**src/rtl/uart_pkg.sv**
```systemverilog
// rtl/uart_pkg.sv - shared UART frame definitions: FSM states, parity modes, parity helper.
package uart_pkg;

  typedef enum logic [2:0] {
    IDLE  = 3'd0,
    START = 3'd1,
    DATA  = 3'd2,
    PAR   = 3'd3,
    STOP1 = 3'd4,
    STOP2 = 3'd5
  } state_e;

  localparam string PARITY_ODD  = "ODD";
  localparam string PARITY_EVEN = "EVEN";

  // Parity bit value that completes a frame for the selected mode.
  function automatic logic parity_bit(input logic [7:0] data, input logic odd);
    return odd ? ~(^data) : (^data);
  endfunction

endpackage

```
**src/rtl/uart_rx_if.sv**
```systemverilog
// rtl/uart_rx_if.sv - received-byte handshake between uart_rx and its upper layer.
interface uart_rx_if;
  logic [7:0] rx_data;
  logic       rx_vld;
  logic       rx_ack;
  logic       par_err;
  logic       frm_err;
  logic       ovr_err;

  modport master (output rx_data, rx_vld, par_err, frm_err, ovr_err, input rx_ack);
  modport slave  (input rx_data, rx_vld, par_err, frm_err, ovr_err, output rx_ack);
endinterface

```
**src/rtl/uart_sync2.sv**
```systemverilog
// rtl/uart_sync2.sv - two-flop synchroniser for the serial line, resets to idle-high.
module uart_sync2 (
  input  logic clk,
  input  logic rst,
  input  logic d_i,
  output logic q_o
);
  logic s1_q;

  always_ff @(posedge clk) begin
    if (rst) begin
      s1_q <= 1'b1;
      q_o  <= 1'b1;
    end else begin
      s1_q <= d_i;
      q_o  <= s1_q;
    end
  end
endmodule

```
**src/rtl/uart_rx.sv**
```systemverilog
// rtl/uart_rx.sv - oversampling 8-bit UART receiver with parity/stop checks and valid/ack output.
module uart_rx
  import uart_pkg::*;
#(
  parameter string PARITY     = "ODD",
  parameter int    STOP_BIT   = 1,
  parameter int    OVERSAMPLE = 16
) (
  input  logic     clk,
  input  logic     rst,
  input  logic     rx_bd_en,
  input  logic     rx,
  uart_rx_if.master rx_if
);
  localparam int            CW      = $clog2(OVERSAMPLE);
  localparam logic [CW-1:0] CNT_MID = CW'(OVERSAMPLE / 2 - 1);
  localparam logic [CW-1:0] CNT_END = CW'(OVERSAMPLE - 1);
  localparam bit            PAR_ODD = (PARITY == PARITY_ODD);
  localparam bit            PAR_EN  = PAR_ODD || (PARITY == PARITY_EVEN);

  logic          rx_s;
  state_e        state_q, state_d;
  logic          armed_q, armed_d;
  logic [CW-1:0] cnt_q, cnt_d;
  logic [2:0]    bit_q, bit_d;
  logic [7:0]    shreg_q, shreg_d;
  logic          perr_q, perr_d, ferr_q, ferr_d;
  logic [7:0]    data_q, data_d;
  logic          vld_q, vld_d, pe_q, pe_d, fe_q, fe_d, ovr_q, ovr_d;
  logic          complete, frame_fe;

  uart_sync2 u_sync (.clk(clk), .rst(rst), .d_i(rx), .q_o(rx_s));

  always_comb begin
    state_d  = state_q;
    armed_d  = armed_q;
    cnt_d    = cnt_q;
    bit_d    = bit_q;
    shreg_d  = shreg_q;
    perr_d   = perr_q;
    ferr_d   = ferr_q;
    data_d   = data_q;
    vld_d    = vld_q;
    pe_d     = pe_q;
    fe_d     = fe_q;
    ovr_d    = ovr_q;
    complete = 1'b0;
    frame_fe = ferr_q;

    if (rx_bd_en) begin
      case (state_q)
        IDLE: begin
          if (rx_s) begin
            armed_d = 1'b1;
          end else if (armed_q) begin
            state_d = START;
            cnt_d   = '0;
          end
        end
        START: begin
          if (cnt_q == CNT_MID) begin
            if (rx_s) begin
              state_d = IDLE;
            end else begin
              state_d = DATA;
              cnt_d   = '0;
              bit_d   = '0;
              perr_d  = 1'b0;
              ferr_d  = 1'b0;
            end
          end else begin
            cnt_d = cnt_q + 1'b1;
          end
        end
        DATA: begin
          if (cnt_q == CNT_END) begin
            cnt_d   = '0;
            shreg_d = {rx_s, shreg_q[7:1]};
            bit_d   = bit_q + 3'd1;
            if (bit_q == 3'd7) state_d = PAR_EN ? PAR : STOP1;
          end else begin
            cnt_d = cnt_q + 1'b1;
          end
        end
        PAR: begin
          if (cnt_q == CNT_END) begin
            cnt_d   = '0;
            perr_d  = (rx_s != parity_bit(shreg_q, PAR_ODD));
            state_d = STOP1;
          end else begin
            cnt_d = cnt_q + 1'b1;
          end
        end
        STOP1: begin
          if (cnt_q == CNT_END) begin
            cnt_d    = '0;
            frame_fe = ~rx_s;
            ferr_d   = frame_fe;
            if (STOP_BIT == 2) state_d = STOP2;
            else               complete = 1'b1;
          end else begin
            cnt_d = cnt_q + 1'b1;
          end
        end
        STOP2: begin
          if (cnt_q == CNT_END) begin
            cnt_d    = '0;
            frame_fe = ferr_q | ~rx_s;
            ferr_d   = frame_fe;
            complete = 1'b1;
          end else begin
            cnt_d = cnt_q + 1'b1;
          end
        end
        default: state_d = IDLE;
      endcase

      // Completing at mid-stop leaves half a bit to catch a back-to-back start edge.
      if (complete) begin
        state_d = IDLE;
        if (frame_fe && !rx_s) armed_d = 1'b0;
      end
    end

    if (complete && (!vld_q || rx_if.rx_ack)) begin
      data_d = shreg_q;
      pe_d   = perr_q;
      fe_d   = frame_fe;
      vld_d  = 1'b1;
      if (vld_q) ovr_d = 1'b0;
    end else if (complete) begin
      ovr_d = 1'b1;
    end else if (rx_if.rx_ack && vld_q) begin
      vld_d = 1'b0;
      ovr_d = 1'b0;
    end
  end

  always_ff @(posedge clk) begin
    if (rst) begin
      state_q <= IDLE;
      armed_q <= 1'b0;
      cnt_q   <= '0;
      bit_q   <= '0;
      shreg_q <= '0;
      perr_q  <= 1'b0;
      ferr_q  <= 1'b0;
      data_q  <= '0;
      vld_q   <= 1'b0;
      pe_q    <= 1'b0;
      fe_q    <= 1'b0;
      ovr_q   <= 1'b0;
    end else begin
      state_q <= state_d;
      armed_q <= armed_d;
      cnt_q   <= cnt_d;
      bit_q   <= bit_d;
      shreg_q <= shreg_d;
      perr_q  <= perr_d;
      ferr_q  <= ferr_d;
      data_q  <= data_d;
      vld_q   <= vld_d;
      pe_q    <= pe_d;
      fe_q    <= fe_d;
      ovr_q   <= ovr_d;
    end
  end

  assign rx_if.rx_data = data_q;
  assign rx_if.rx_vld  = vld_q;
  assign rx_if.par_err = pe_q;
  assign rx_if.frm_err = fe_q;
  assign rx_if.ovr_err = ovr_q;
endmodule
```
**src/flat_wrapper.sv**
```systemverilog
// flat-port wrapper written by rule: the top's interface ports become plain ports
module uart_rx_flat import uart_pkg::*;
#(
  parameter string PARITY     = "   ",
  parameter int    STOP_BIT   = 1,
  parameter int    OVERSAMPLE = 16
)
  (clk, rst, rx_bd_en, rx, rx_if_rx_data, rx_if_rx_vld, rx_if_par_err, rx_if_frm_err, rx_if_ovr_err, rx_if_rx_ack);
  uart_rx_if rx_if_i ();
  input  logic clk;
  input  logic rst;
  input  logic rx_bd_en;
  input  logic rx;
  output wire logic [$bits(rx_if_i.rx_data)-1:0] rx_if_rx_data;
  output wire logic [$bits(rx_if_i.rx_vld)-1:0] rx_if_rx_vld;
  output wire logic [$bits(rx_if_i.par_err)-1:0] rx_if_par_err;
  output wire logic [$bits(rx_if_i.frm_err)-1:0] rx_if_frm_err;
  output wire logic [$bits(rx_if_i.ovr_err)-1:0] rx_if_ovr_err;
  input wire logic [$bits(rx_if_i.rx_ack)-1:0] rx_if_rx_ack;
  assign rx_if_rx_data = rx_if_i.rx_data;
  assign rx_if_rx_vld = rx_if_i.rx_vld;
  assign rx_if_par_err = rx_if_i.par_err;
  assign rx_if_frm_err = rx_if_i.frm_err;
  assign rx_if_ovr_err = rx_if_i.ovr_err;
  assign rx_if_i.rx_ack = rx_if_rx_ack;
  uart_rx #(.PARITY(PARITY), .STOP_BIT(STOP_BIT), .OVERSAMPLE(OVERSAMPLE)) u_core (.clk(clk), .rst(rst), .rx_bd_en(rx_bd_en), .rx(rx), .rx_if(rx_if_i));
endmodule
```
**config.mk**
```make
export PLATFORM = sky130hd
export DESIGN_NAME = uart_rx_flat
export DESIGN_NICKNAME = d
export VERILOG_FILES = /design/src/rtl/uart_pkg.sv /design/src/rtl/uart_rx_if.sv /design/src/rtl/uart_sync2.sv /design/src/rtl/uart_rx.sv /design/src/flat_wrapper.sv
export SDC_FILE = /design/constraint.sdc
export NUM_CORES = 1
export LEC_CHECK = 0
export ABC_AREA = 1
export CORE_MARGIN = 2
export CORE_UTILIZATION = 55
export CTS_CLUSTER_DIAMETER = 50
export DETAILED_ROUTE_END_ITERATION = 7
export PLACE_DENSITY = 0.8
export SLEW_MARGIN = 25
export SYNTH_ARGS = -nofsm -noshare
export SYNTH_HDL_FRONTEND = slang
export SYNTH_SLANG_ARGS = --single-unit
```
**constraint.sdc**
```tcl
create_clock -name clk -period 1.7 [get_ports clk]
set_clock_uncertainty 0.15 [all_clocks]
set_input_delay 0.34 -clock clk [delete_from_list [all_inputs] [get_ports clk]]
set_output_delay 0.34 -clock clk [all_outputs]
set_load 0.01 [all_outputs]
```
**Word-level counts from Yosys, hierarchy flattened**

Index checks and enable logic that the tools add are counted.

- Logic and storage cells: 110
- Input bits: 5
- Register bits after elaboration: 35

- Reductions and logical operators: 24
- Equal/unequal tests: 25
- $add $sub $neg: 2
- Bitwise gates (word level): 2
- Mux-type cells: 43

Operator list:

| kind | number |
|---|---|
| 2-to-1 mux 3 bit | 10 |
| 2-to-1 mux 1 bit | 21 |
| 2-to-1 mux 4 bit | 5 |
| != test 3 x 1 -> 1 bit (second input constant) | 5 |
| case mux 3 bit (5 select lines) | 1 |
| AND reduction 5 bit | 3 |
| != test 2 x 1 -> 1 bit (second input constant) | 6 |
| case mux 4 bit (3 select lines) | 1 |
| == test 3 bit (second input constant) | 3 |
| nonzero test 3 bit | 3 |
| AND reduction 8 bit | 1 |
| XOR reduction 8 bit | 1 |
| == test 3 x 2 -> 1 bit (second input constant) | 2 |
| != test 2 bit (second input constant) | 3 |
| case mux 3 bit (2 select lines) | 1 |
| nonzero test 2 bit | 3 |
| adder 4 x 1 -> 4 bit (second input constant) | 1 |
| == test 4 x 3 -> 1 bit (second input constant) | 1 |
| == test 4 bit (second input constant) | 1 |
| case mux 1 bit (2 select lines) | 2 |
| AND reduction 2 bit | 2 |
| AND reduction 4 bit | 1 |
| OR reduction 4 bit | 1 |
| adder 3 x 1 -> 3 bit (second input constant) | 1 |
| other kinds (14) | 17 |

**Longest topological paths before layout**

Gate-level depths: netlist of run 1.

- Word-level depth: 8
- Gate-level depth with buffers: 11

**Cells and area by module**

A second synthesis of run 1 with hierarchy kept.

- Cells, all modules: 277
- Area total of the unflattened synthesis: 1981.9 um2

By module, submodules not included:

| module | area each (um2) | instances | cells each | sequential area each (um2) |
|---|---|---|---|---|
| uart_rx | 1923.1 | 1 | 270 | 660.6 |
| uart_sync2 | 58.8 | 1 | 7 | 40.0 |

**Worst setup path before layout of run 1**

No wires, ideal clock.

- Path kind: reg2reg
- Start point: register u_core.cnt_q[0]
- End point: register u_core.pe_q (netlist: u_core.rx_if.par_err)
- Path buffers: 1
- Data required time: 1.483 ns
- Arrival time: 1.339 ns
- Setup time: 0.067 ns
- Slack: 0.144 ns
- Stages on the path, launching flop included: 11
- Path through: dfxtp_1 ha_1 nand3_2 clkinv_1 nand2_2 nor2_4 nand2_4 inv_6 buf_12 nand2_4 a21oi_2

- Cells in the longest elaborated chain, start to end: 6

Ends and longest elaborated chain:

| what | line | RTL |
|---|---|---|
| start, declared | uart_rx.sv:24 | `logic [CW-1:0] cnt_q, cnt_d;` |
| start signal, assigned | uart_rx.sv:156 | `cnt_q <= cnt_d;` |
| == test 4 bit | uart_rx.sv:95, uart_rx.sv:106 |  |
| 2-to-1 mux 1 bit | uart_rx.sv:106 | `if (cnt_q == CNT_END) begin` |
| 2-to-1 mux 1 bit | n/a |  |
| 2-to-1 mux 1 bit (2 in a row) | uart_rx.sv:50 | `if (rx_bd_en) begin` |
| logical AND 1 bit | uart_rx.sv:125 | `if (complete && (!vld_q \|\| rx_if.rx_ack)) begin` |
| end signal, assigned | uart_rx.sv:163 | `pe_q <= pe_d;` |
| end, declared | uart_rx.sv:29 | `logic vld_q, vld_d, pe_q, pe_d, fe_q, fe_d, ovr_q, ovr_d;` |

Every way passes these cells. The select of a mux whose other input is x is not followed.
A chain may end at the register's enable or synchronous reset.

**Worst setup path in the final report of run 1**

- Start point: register u_core.cnt_q[1]
- End point: register u_core.cnt_q[0]

- Cells in the longest elaborated chain, start to end: 3
- Elaborated cells on any way between the ends: 7
- Those cells by class: eq/ne (3); mux (3); reduce/logical (1)

Ends and longest elaborated chain:

| what |
|---|
| == test 4 x 3 -> 1 bit / == test 4 bit (equally long branches) |
| != test 3 bit (no source line) (tied with other cells) |
| AND reduction 5 bit (no source line) / case mux 4 bit (3 select lines) (equally long branches) |

Parallel ways exist; a longest one is shown, timed or not.

==> flow_summary.ini, run 1 <==
[timing]
slew_violations = 0
holdWs_ps = 266
fin_ws_ps = 58.4
fmax_mhz = 609
rsz0062_at_grt = yes
period_share_pct = 96.6
tightest_slew_ps = 322
fin_crit_ps = 1640
timing.slew.headroom_pct = 78.5
setup-violations-final = 0
final_hold_viol_count = 0

[floorplan]
die_h_um = 60.8
core-area_mm2 = 0.00305
io_pins = 17
die_area_mm2 = 0.00370
rows = 20
die_x_um = 60.8
start_util_pct = 58.2

[finish]
seq_area_um2 = 707
multi_input_area_um2 = 950
drive_above_1_share_pct = 23.8
fin_nets = 288
diodes = 0
area_delta_synth_final_pct = 22.6
n_fill_cell = 275
postLayoutCoreUtil_pct = 71.3

[detailed_routing]
antenna_left = 0
route.detailed.drc = 0
routedWlPerCell_um = 11.6
vias = 1645
drt_iter0_drc = 91
met3_length_um = 177
top_layer = met4
vias_per_cell = 5.06
wirelength_mm = 3.76
dr.pass1.iters = 4
wl_met1_mm = 1.69
met2_wirelength_mm = 1.80

[clocking]
cts_root_buf = clkbuf_4
cts_made_buffers = 5
cts.sinks = 35
cts_buffer_depth = 2
cts_max_level = 2
clock_latency_ps = 340
postCtsHoldBufs = 0
clkTransAtPathRegs_ps = 110
tritoncts = yes

[critical_path]
worst-path-max-fanout = 4
crit_path_start_kind = flip-flop
cp.arrival_ps = 1760
crit_type = flip-flop to flip-flop
end_kind = flip-flop
worstPathRequired_ps = 1820

[logic_synthesis]
synthFlopType = dfxtp_1
syn_nets = 257
ys_seq_area_share_pct = 39.5
synth_commonest_cells = nand2_1 (63), dfxtp_1 (35), a21oi_1 (29), inv_1 (23), o21ai_0 (20)
syn-cell-area_mm2 = 0.00178
yosysMostFrequentCell = nand2_1
synth_edf_count = 0
netlist_top_cells_area = dfxtp_1 (39%), nand2_1 (13%), a21oi_1 (8.2%)
ys_async_sr_fraction_pct = 0
synth_top_cell_by_area = dfxtp_1
netlist_instances = 249
yosys_warnings = 0
synth.avg_cell_area_um2 = 7.13
ys_types = 29
ys_seq_elements = 35
netlist.area_leader.share_pct = 39.5

[placed_design]
dp_worst_setup_slack_ps = -70.0
dp_hpwl_mm = 2.57
routabilityCongestion = 0.873
port_buffers = 16

[grt]
grt-ovfl-total = 0
grt_max_degree = 26
grt_pass1_vias = 1495
grt_pass1_wl_mm = 6.23
track_usage_pct = 22.3
antenna_found_initial = 0

[flow_run]
cap_violations = 0

[status]
status = finished, final reports clean

[pwr]
ir_drop_v = 0.000525
p_leak_nw = 1.01
p_per_area_mw_per_mm2 = 692

[min_path]
hold_path.class = flip-flop to flip-flop
timing repair:
action	CTS	global route
setup buffers	0	2
pin swaps	0	4
gates resized for setup	14	15
endpoints found under the setup margin	19	22
metrics by stage:
step           cells  TNS (ps)  power, W  instance area (um^2)
6_report         325         0   0.00151                  2180
5_1_grt          325      -126   0.00156                  2180
4_1_cts          323         0   0.00150                  2100
3_5_place_dp     315      -505  0.000990                  2040
3_3_place_gp     315      -196  0.000987                  2040
2_1_floorplan    249         0  0.000946                  1780
placed cells by master, fill, tap and decap left out:
cell type / instances
nand3_1: 9
clkbuf_8: 2
clkinv_2: 1
dlymetal6s2s_1: 1
or2_2: 2
clkbuf_4: 5
ha_4: 1
o211ai_1: 1
o21ai_2: 3
a21oi_2: 4
dfxtp_4: 1
clkdlybuf4s50_1: 4
buf_4: 12
o21ai_1: 5
nor2_1: 15
nor3_4: 1
ha_1: 2
nor2_2: 4
o21ai_0: 20
buf_12: 1
nand2_2: 10
dfxtp_1: 32
nor2_4: 2
dlygate4sd2_1: 11
a21oi_1: 29
clkbuf_1: 1
dfxtp_2: 2
nand3_2: 1
nand2_4: 2
inv_1: 23
nand2_1: 59
inv_2: 9
a21boi_0: 1
inv_8: 1
nand3_4: 3
and2_1: 1
power by group:
group / internal, W / switching, W
sequential: 0.000830 / 0.00000962
clock: 0.000243 / 0.000274
combinational: 0.0000584 / 0.0000901
layer usage:
metal | track usage (%) | up-vias
met4 | 9.32 | 0
li1 | - | 856
met2 | 37.0 | 43
met3 | 5.12 | 11
met5 | 0 | -
met1 | 27.9 | 735
cell families (layout without fill, tap and decap cells):
family                     Yosys count  after routing  share of synthesized area, %
adders and majority gates            3              3                          2.11
buffers and inverters               39             71                          9.94
DFF                                 35             35                          39.5
and+or+nand+nor                    109            109                          29.0
AOI/OAI and AO/OA                   63             63                          19.5
area by class of cell:
class / instances / share of cell area [%]
inverter: 34 / 6.27
clock buffer: 8 / 3.16
timing repair buffer: 29 / 11.9
tap: 44 / 2.53
multi-input combinational: 175 / 43.6
sequential: 35 / 32.5
worst max-delay path: stages (launching register included):
cell     delay, ps
dfxtp_4        370
ha_4           160
nand2_2         60
nor2_2         140
nand3_1        110
nand2_2        120
nor2_1          50
nand2_1        120
nand2_1         90
a21oi_1        180
registers in the layout (all words and copies together) (netlist names):
name and cells:
u_core.perr_q 1, u_core.cnt_q 4, u_core.u_sync.q_o 1, u_core.state_q 3
u_core.rx_if.par_err 1, u_core.rx_if.rx_vld 1, u_core.rx_if.frm_err 1, u_core.shreg_q 8
u_core.rx_if.ovr_err 1, u_core.armed_q 1, u_core.u_sync.s1_q 1, u_core.bit_q 3
u_core.rx_if.rx_data 8, u_core.ferr_q 1
worst paths after layout:
path	start	to	slack (ps)	cells after the start
min reg2reg	u_core.u_sync.s1_q	u_core.u_sync.q_o	270	1
max reg2reg	u_core.cnt_q[1]	u_core.cnt_q[0]	60	9
max	u_core.cnt_q[1]	u_core.cnt_q[0]	60	9
min	u_core.u_sync.s1_q	u_core.u_sync.q_o	270	1
No activity file was read; power rests on OpenSTA's default activity.
==> run 2, diff against run 1 <==
clock period = 1.9 ns   (was 1.7 ns; I/O delays follow)
==> run 2 against run 1 <==
Effect of this change: combinational power fell by 23%; global-route usage decreased by 0.98 points; die area stayed put; register-to-register slack improved by 130 ps; final area down 4.9%; flip-flop and latch count unchanged; clock power fell by 8.7%; critical path type is now flip-flop to primary output; critical endpoint is now rx_if_ovr_err.
==> flow_summary.ini, run 2 (synthesis gave the netlist of run 1 again) <==
[finish]
seq_area_um2 = 703
multi_input_area_um2 = 901
finalInstanceArea_mm2 = 0.00207
postLayoutCoreUtil_pct = 67.8
drive_above_1_share_pct = 19.5
fin_nets = 279
layout_common_cells = nand2_1 (63), dfxtp_1 (33), a21oi_1 (29)
diodes = 0
final_common_cell = nand2_1
n_fill_cell = 276
area_delta_synth_final_pct = 16.6

[floorplan]
die_area_mm2 = 0.00370
die_x_um = 60.8
io_pins = 17
start_util_pct = 58.2
die_h_um = 60.8
core-area_mm2 = 0.00305
rows = 20

[grt]
track_usage_pct = 21.4
grt_pass1_vias = 1441
grt_max_degree = 26
antenna_found_initial = 0
grt_pass1_wl_mm = 5.89
grt-ovfl-total = 0

[timing]
slew_violations = 0
tightest_slew_ps = 338
final_hold_viol_count = 0
rsz0062_at_grt = no
fmax_mhz = 560
setup-violations-final = 0
fin_crit_ps = 1790
period_share_pct = 94.0
timing.slew.headroom_pct = 77.4
setup-tns-final_ps = 0

[clocking]
postCtsHoldBufs = 0
cts_buffer_depth = 2
cts_made_buffers = 5
tritoncts = yes
cts_root_buf = clkbuf_4
clkTransAtPathRegs_ps = 100
clock_latency_ps = 350
cts.sinks = 35
cts_max_level = 2

[critical_path]
crit_type = flip-flop to primary output
cp.arrival_ps = 1260
crit_family = buffers and inverters
slowest_stage = clkdlybuf4s50_1
slowest_delay_ps = 540
end_kind = primary output
path_buf_inv = 1
worst-path-max-fanout = 3
crit_path_start_kind = flip-flop
crit_chain = clkdlybuf4s50_1
worstPathRequired_ps = 1370

[detailed_routing]
dr.pass1.iters = 4
vias_per_cell = 5.02
route.detailed.drc = 0
antenna_left = 0
routedWlPerCell_um = 10.6
drt_iter0_drc = 82
wirelength_mm = 3.35
vias = 1585

[placed_design]
routabilityCongestion = 0.953
port_buffers = 16
dp_hpwl_mm = 2.45
place_area_mm2 = 0.00198

[pwr]
p_leak_nw = 0.896
p_per_area_mw_per_mm2 = 647
ir_drop_v = 0.000432
power_w = 0.00134

[status]
status = finished, final reports clean

[min_path]
hold_path.class = flip-flop to flip-flop

[flow_run]
cap_violations = 0
[run 2: cell types whose count changed in the layout (fill, tap and decap cells not counted), moves of 4 or more]
cell,change
nand2_2,-4
dlygate4sd2_1,-11
nand2_1,+4
buf_4,-9
clkdlybuf4s50_1,+12
[run 2: routing by layer]
layer  vias to the layer above  share of wire, %  global-route usage, %
met4                         0               2.2                   10.2
met3                         8               4.7                   6.40
met5                         -                 0                      0
met2                        35                45                   34.6
met1                       702                48                   25.9
li1                        840                 -                      -
[run 2: power by group]
part	internal, W	switching [W]
combinational	0.0000437	0.0000698
clock	0.000216	0.000257
sequential	0.000743	0.00000864
[run 2: worst paths after layout]
check	from	endpoint	slack (ps)	cells after the start
worst max-delay path	u_core.rx_if.ovr_err	rx_if_ovr_err	110	1
worst min-delay path	u_core.u_sync.s1_q	u_core.u_sync.q_o	270	1
worst max register to register	u_core.cnt_q[0]	u_core.bit_q[2]	190	9
worst min register to register	u_core.u_sync.s1_q	u_core.u_sync.q_o	270	1
[run 2: what timing repair did]
item / CTS / global route
endpoints found under the setup margin: 0 / 10
setup buffers: 0 / 1
gates resized for setup: 0 / 5
[run 2: through the flow]
step | cells | hold slack [ps] | setup WS, ps
after floorplan | 249 | 239 | 344
after global placement | 307 | 243 | 114
after detailed placement | 307 | 243 | 83.4
after CTS | 315 | 269 | 102
after global routing | 316 | 278 | 5.80
final | 316 | 267 | 113
[run 2: cell type report]
| type | instances | share of cell area, % |
|---|---|---|
| sequential | 35 | 34.0 |
| inverter | 34 | 6.53 |
| tap | 44 | 2.66 |
| timing repair buffer | 20 | 9.79 |
| multi-input combinational | 175 | 43.5 |
| clock inverter | 1 | 0.363 |
| clock buffer | 7 | 3.14 |
==> edit 1 (config.mk and constraints of run 1) <==
The 6 states of `state_e` get a Gray code encoding in 3 bits.
--- a/src/rtl/uart_pkg.sv
+++ b/src/rtl/uart_pkg.sv
@@ -2,12 +2,12 @@
 package uart_pkg;
 
   typedef enum logic [2:0] {
-    IDLE  = 3'd0,
-    START = 3'd1,
-    DATA  = 3'd2,
-    PAR   = 3'd3,
-    STOP1 = 3'd4,
-    STOP2 = 3'd5
+    IDLE  = 3'b000,
+    START = 3'b001,
+    DATA  = 3'b011,
+    PAR   = 3'b010,
+    STOP1 = 3'b110,
+    STOP2 = 3'b111
   } state_e;
 
   localparam string PARITY_ODD  = "ODD";
Function: same outputs for any inputs over 10 cycles, from zero or initial values and one cycle with rst high; not proved beyond that.
==> edit 1 against run 1 <==
Maximum frequency increased by 0.20%; wire length grew 0.35%; design area decreased by 2.2%; sequential share of layout area rose by 0.73 points; setup slack better by 0.0033 ns; combinational power is 40% lower; via count is 4.7% lower; sequential cell count stayed put; synthesized area decreased by 1.8%; final cell count shrank 4.9%; count of clock-buffer cells in the layout is 2 lower; total power fell by 9.3%.
==> edit 1: results (changes against run 1) <==
| Metric | Value |
|---|---|
| Largest net degree at the start of global routing | 23 (-12%) |
| Worst Hold Depth | 1 (unchanged) |
| Met2 wire length | 1900 µm (+5.5%) |
| Met2 GRT Util | 0.401 (+0.0304) |
| Clk slew on worst S/H paths | 0.11 ns (about the same) |
| Crit path max fanout | 7 (+3) |
| Met3 wire len | 135 µm (-24%) |
| Mapped Nets | 242 (-5.8%) |
| PortBufs | 16 (unchanged) |
| Outcome | complete, no violations |
| Main flop type after synthesis | dfxtp_1 |
| Sw Pwr | 346 µW (-7.6%) |
| P_leak | 0.000980 µW (-3.3%) |
| CP endpoint | u_core.rx_if.rx_data[5] |
| Share of cells above drive strength 1 | 0.234 (-0.00447) |
| First-pass GRT wire length | 6000 µm (-3.6%) |
| FFs w/ async S/R, synth | 0 (unchanged) |
| Fin area | 0.00213 mm² (-2.2%) |
| Crit path largest cell delay | 0.39 ns (+0.02 ns) |
| Fillers | 249 (-9.5%) |
| Synth cell types | 31 (+6.9%) |
| Max VDD drop | 512 µV (-2.5%) |
| Initial antenna violation count | 0 (unchanged) |
| Number of synthesis warnings | 0 (unchanged) |
| Kind of cell adding the most delay to the critical path | simple AND/OR/NAND/NOR gates |
| Worst-Skew Late Latency | 0.34 ns (about the same) |
| Metal-1 WL | 1690 µm (+0.30%) |
| WP data arrival | 1.78 ns (+0.02 ns) |
| Reg2reg path depth | 10 (+1) |
| Synth cell count leaders | nand2_1, dfxtp_1, nor2_1, o21ai_0, a21oi_1 |
| CP startpoint | u_core.cnt_q[1] |
| Via/cell ratio | 5.07 (+0.19%) |
| Met3 usage | 0.0671 (+0.0159) |
| Least-Margin Pin Slew | 0.347 ns (+0.0248 ns) |
| Global-route usage over all layers | 0.222 (-0.00102) |
| DR WL/cell | 12.2 µm (+5.5%) |
| Slowest CP cell | dfxtp_4 |
| Seq/Total Area, Yosys | 0.402 (+0.00737) |
| Final ANT Viol Nets | 0 (unchanged) |
| Placer Congestion | 0.852 (-2.5%) |
| Area contributors post-synth | dfxtp_1, nand2_1, nor2_1, o21ai_0, a21oi_1 |
| DP Wirelength | 2620 µm (+2.0%) |
| Layout Nets | 272 (-5.6%) |
| Met1 Use GR | 0.245 (-0.0343) |
| CTS H-tree depth | 2 (unchanged) |
| Pre-CTS setup slack | -0.145 ns (-0.0746 ns) |
| CTS Buffer Depth | 2 (unchanged) |
| Via Count | 1,567 (-4.7%) |
| Number of global-route vias before repair | 1,451 (-2.9%) |
| Placed Instances | 296 (-6.0%) |
| Placement Cell Area | 0.00199 mm² (-2.5%) |
| First-iteration detailed-routing DRC count | 65 (-29%) |
| Grt peak-use layer | met2 |
| Mapped Cells | 234 (-6.0%) |
## edit 1: repair_timing
| item | in CTS | in global routing |
|---|---|---|
| setup buffers | 0 | 4 |
| endpoints found under the setup margin | 19 | 17 |
| gates resized for setup | 17 | 14 |
| gates cloned | 0 | 1 |
| pin swaps | 0 | 2 |
| hold endpoints to repair | 0 | 0 |
## edit 1: area by class of cell
type / instances / area share
Multi-Input combinational cell: 172 / 0.454
Sequential cell: 35 / 0.332
Timing Repair Buffer: 29 / 0.122
Inverter: 21 / 0.0406
Tap cell: 44 / 0.0259
Clock buffer: 6 / 0.0194
Clock inverter: 2 / 0.00588
## edit 1: power groups by stage
stage / clock (µW) / sequential, µW / combinational (µW)
after floorplan: 0 / 845 / 58.6
final: 448 / 828 / 89.6
after detailed placement: 0 / 848 / 87.7
after CTS: 458 / 829 / 88.1
after global routing: 491 / 829 / 98.6
after global placement: 0 / 848 / 85.9
## edit 1: how the worst min path moves through the flow
stage	slack, ns	from	to
floorplan	0.24	u_core.u_sync.s1_q	u_core.u_sync.q_o
global placement	0.25	u_core.u_sync.s1_q	u_core.u_sync.q_o
detailed placement	0.25	u_core.u_sync.s1_q	u_core.u_sync.q_o
CTS	0.27	u_core.u_sync.s1_q	u_core.u_sync.q_o
global route	0.30	u_core.u_sync.s1_q	u_core.u_sync.q_o
finish	0.27	u_core.u_sync.s1_q	u_core.u_sync.q_o
## edit 1: cells by family after synthesis
| logic type | after synthesis | share of synthesized area |
|---|---|---|
| buffers and inverters | 27 | 0.0682 |
| AOI/OAI and AO/OA | 54 | 0.167 |
| adders and majority gates | 3 | 0.0215 |
| and+or+nand+nor | 109 | 0.312 |
| DFF | 35 | 0.402 |
| xor gates and xnor gates | 6 | 0.0302 |
==> edit 2 (flow settings as in run 1) <==
Made on the original files. `OVERSAMPLE` is set to 16 in 2 places; all go to 32.
--- a/src/rtl/uart_rx.sv
+++ b/src/rtl/uart_rx.sv
@@ -4,7 +4,7 @@
 #(
   parameter string PARITY     = "ODD",
   parameter int    STOP_BIT   = 1,
-  parameter int    OVERSAMPLE = 16
+  parameter int    OVERSAMPLE = 32
 ) (
   input  logic     clk,
   input  logic     rst,
--- a/src/flat_wrapper.sv
+++ b/src/flat_wrapper.sv
@@ -3,7 +3,7 @@
 #(
   parameter string PARITY     = "   ",
   parameter int    STOP_BIT   = 1,
-  parameter int    OVERSAMPLE = 16
+  parameter int    OVERSAMPLE = 32
 )
   (clk, rst, rx_bd_en, rx, rx_if_rx_data, rx_if_rx_vld, rx_if_par_err, rx_if_frm_err, rx_if_ovr_err, rx_if_rx_ack);
   uart_rx_if rx_if_i ();
Check against the original RTL: no difference found for any inputs over 10 cycles, from zero or initial values and one cycle with rst high; that may be too few to reach the edited logic, so the function may still have changed.
==> edit 2 against run 1 <==
The run now ends with setup timing left; final cell count rose by 14%; synthesized area rose by 7.3%; wire length rose by 35%; setup slack got worse by 0.32 ns; critical path depth rose by 4; via count rose by 20%; sequential cell count rose by 1; total power rose by 7.9%; design area rose by 20%; critical endpoint is now u_core.state_q[0].
==> edit 2: results (changes against run 1) <==
| Metric | Value |
|---|---|
| Outcome | complete, but fails checks |
| Failing checks | setup timing |
| DRT Pass-1 Iters | 5 (+1) |
| Clk slew on worst S/H paths | 0.12 ns |
| Sink Count | 36 (+2.9%) |
| Layout Nets | 341 (+18%) |
| Setup ws final | -0.263 ns (-0.322 ns) |
| Synth cell types | 31 (+6.9%) |
| Kind of cell adding the most delay to the critical path | simple AND/OR/NAND/NOR gates |
| CTS H-tree depth | 2 (unchanged) |
| Initial antenna violation count | 0 (unchanged) |
| Crit path largest cell delay | 0.37 ns (about the same) |
| Number of global-route vias before repair | 1,932 (+29%) |
| Number of synthesized flops with an enable pin | 0 (unchanged) |
| Metal-1 WL | 2190 µm (+30%) |
| DR WL/cell | 13.7 µm (+18%) |
| Area contributors post-synth | dfxtp_1, nand2_1, o21ai_0, nor2_1, ha_1 |
| Slowest CP cell | dfxtp_2 |
| Number of synthesis warnings | 0 (unchanged) |
| CTS Buf Count | 5 (unchanged) |
| Hold Path Class | reg2reg |
| Synth cell count leaders | nand2_1, dfxtp_1, nor2_1, inv_1, o21ai_0 |
| WP data arrival | 2.06 ns (+0.30 ns) |
| Worst-Skew Late Latency | 0.35 ns |
| Main flop type after synthesis | dfxtp_1 |
| Via Count | 1,975 (+20%) |
| Global-route usage over all layers | 0.272 (+0.0486) |
| Setup Total Neg Slack | -4.88 ns (-4.88 ns) |
| FFs w/ async S/R, synth | 0 (unchanged) |
| Share of cells above drive strength 1 | 0.291 (+0.0530) |
| Top layer in use | met4 |
| CTS root buf | clkbuf_4 |
| Final setup viols | 33 (+33) |
| CTS Buffer Depth | 2 (unchanged) |
| First-iteration detailed-routing DRC count | 114 (+25%) |
| Max-slew violations | 0 (unchanged) |
| Least-Margin Pin Slew | 0.631 ns (+0.310 ns) |
| Pre-CTS setup slack | -0.190 ns (-0.120 ns) |
| Placer Congestion | 1.06 (+21%) |
| Largest net degree at the start of global routing | 20 (-23%) |
| Max VDD drop | 495 µV (-5.6%) |
| PortBufs | 16 (unchanged) |
| Diode count | 0 (unchanged) |
| P_leak | 0.00121 µW (+19%) |
| Sw Pwr | 439 µW (+17%) |
| Met2 wire length | 2400 µm (+33%) |
| Met3 wire len | 352 µm (+99%) |
| DP Wirelength | 3070 µm (+19%) |
| Seq/Total Area, Yosys | 0.378 (-0.0162) |
| First-pass GRT wire length | 8530 µm (+37%) |
| Mapped Nets | 290 (+13%) |
| Crit path max fanout | 5 (+1) |
[edit 2: cell count changes in the layout (fill, tap and decap cells not counted), sizes merged, moves of 2 or more]
cell and change:
o21ai +4, nor2 +20, a21oi -10, nor3 +4
xor2 +2, inv +5, buf +18, a211oi +2
ha +7, nand2 -5, nand3 -4
[edit 2: what timing repair did]
item / CTS / global route
setup endpoints to repair: 38 / 34
pin swaps: 10 / 20
gates cloned: 4 / 0
setup buffers: 5 / 3
gates resized for setup: 42 / 26
[edit 2: worst paths after layout]
check	startpoint	end	slack, ns	cells after the start
worst min-delay path	u_core.u_sync.s1_q	u_core.u_sync.q_o	0.28	1
worst min register to register	u_core.u_sync.s1_q	u_core.u_sync.q_o	0.28	1
worst max register to register	u_core.cnt_q[0]	u_core.state_q[0]	-0.26	13
worst max-delay path	u_core.cnt_q[0]	u_core.state_q[0]	-0.26	13
[edit 2: layout make-up]
type	count	area, µm²
clock buffer	7	65.1
fill	222	724
multi-input combinational	197	1190
timing repair buffer	47	422
sequential	36	723
inverter	39	159
tap	46	57.6
[edit 2: per-stage QoR]
stage | instances | util | total power, µW | area, µm²
6_report | 372 | 0.783 | 1620 | 2610
5_1_grt | 372 | 0.783 | 1700 | 2610
4_1_cts | 370 | 0.753 | 1590 | 2510
3_5_place_dp | 354 | 0.696 | 1070 | 2320
3_3_place_gp | 354 | 0.696 | 1060 | 2320
2_1_floorplan | 275 | - | 1000 | 1950
[edit 2: power groups by stage]
stage          clock network (µW)  logic, µW  registers, µW
6_report                      524        226            874
5_1_grt                       572        247            876
3_5_place_dp                    0        176            891
2_1_floorplan                   0        111            891
3_3_place_gp                    0        174            891
4_1_cts                       533        188            872
[edit 2: metal layers]
metal  global-route usage  up-vias
li1                     -      986
met1                0.334      882
met2                0.464       89
met3               0.0577       18
met4                0.108        0
met5                    0        -
[edit 2: cell families (layout without fill, tap and decap cells)]
kind of cell | Yosys count | after routing | share of synthesized area
buf+inv | 45 | 93 | 0.0972
fa+ha+maj | 10 | 10 | 0.0657
simple gates | 122 | 125 | 0.285
compound gates | 60 | 60 | 0.164
flops | 36 | 36 | 0.378
xor+xnor | 2 | 2 | 0.00920
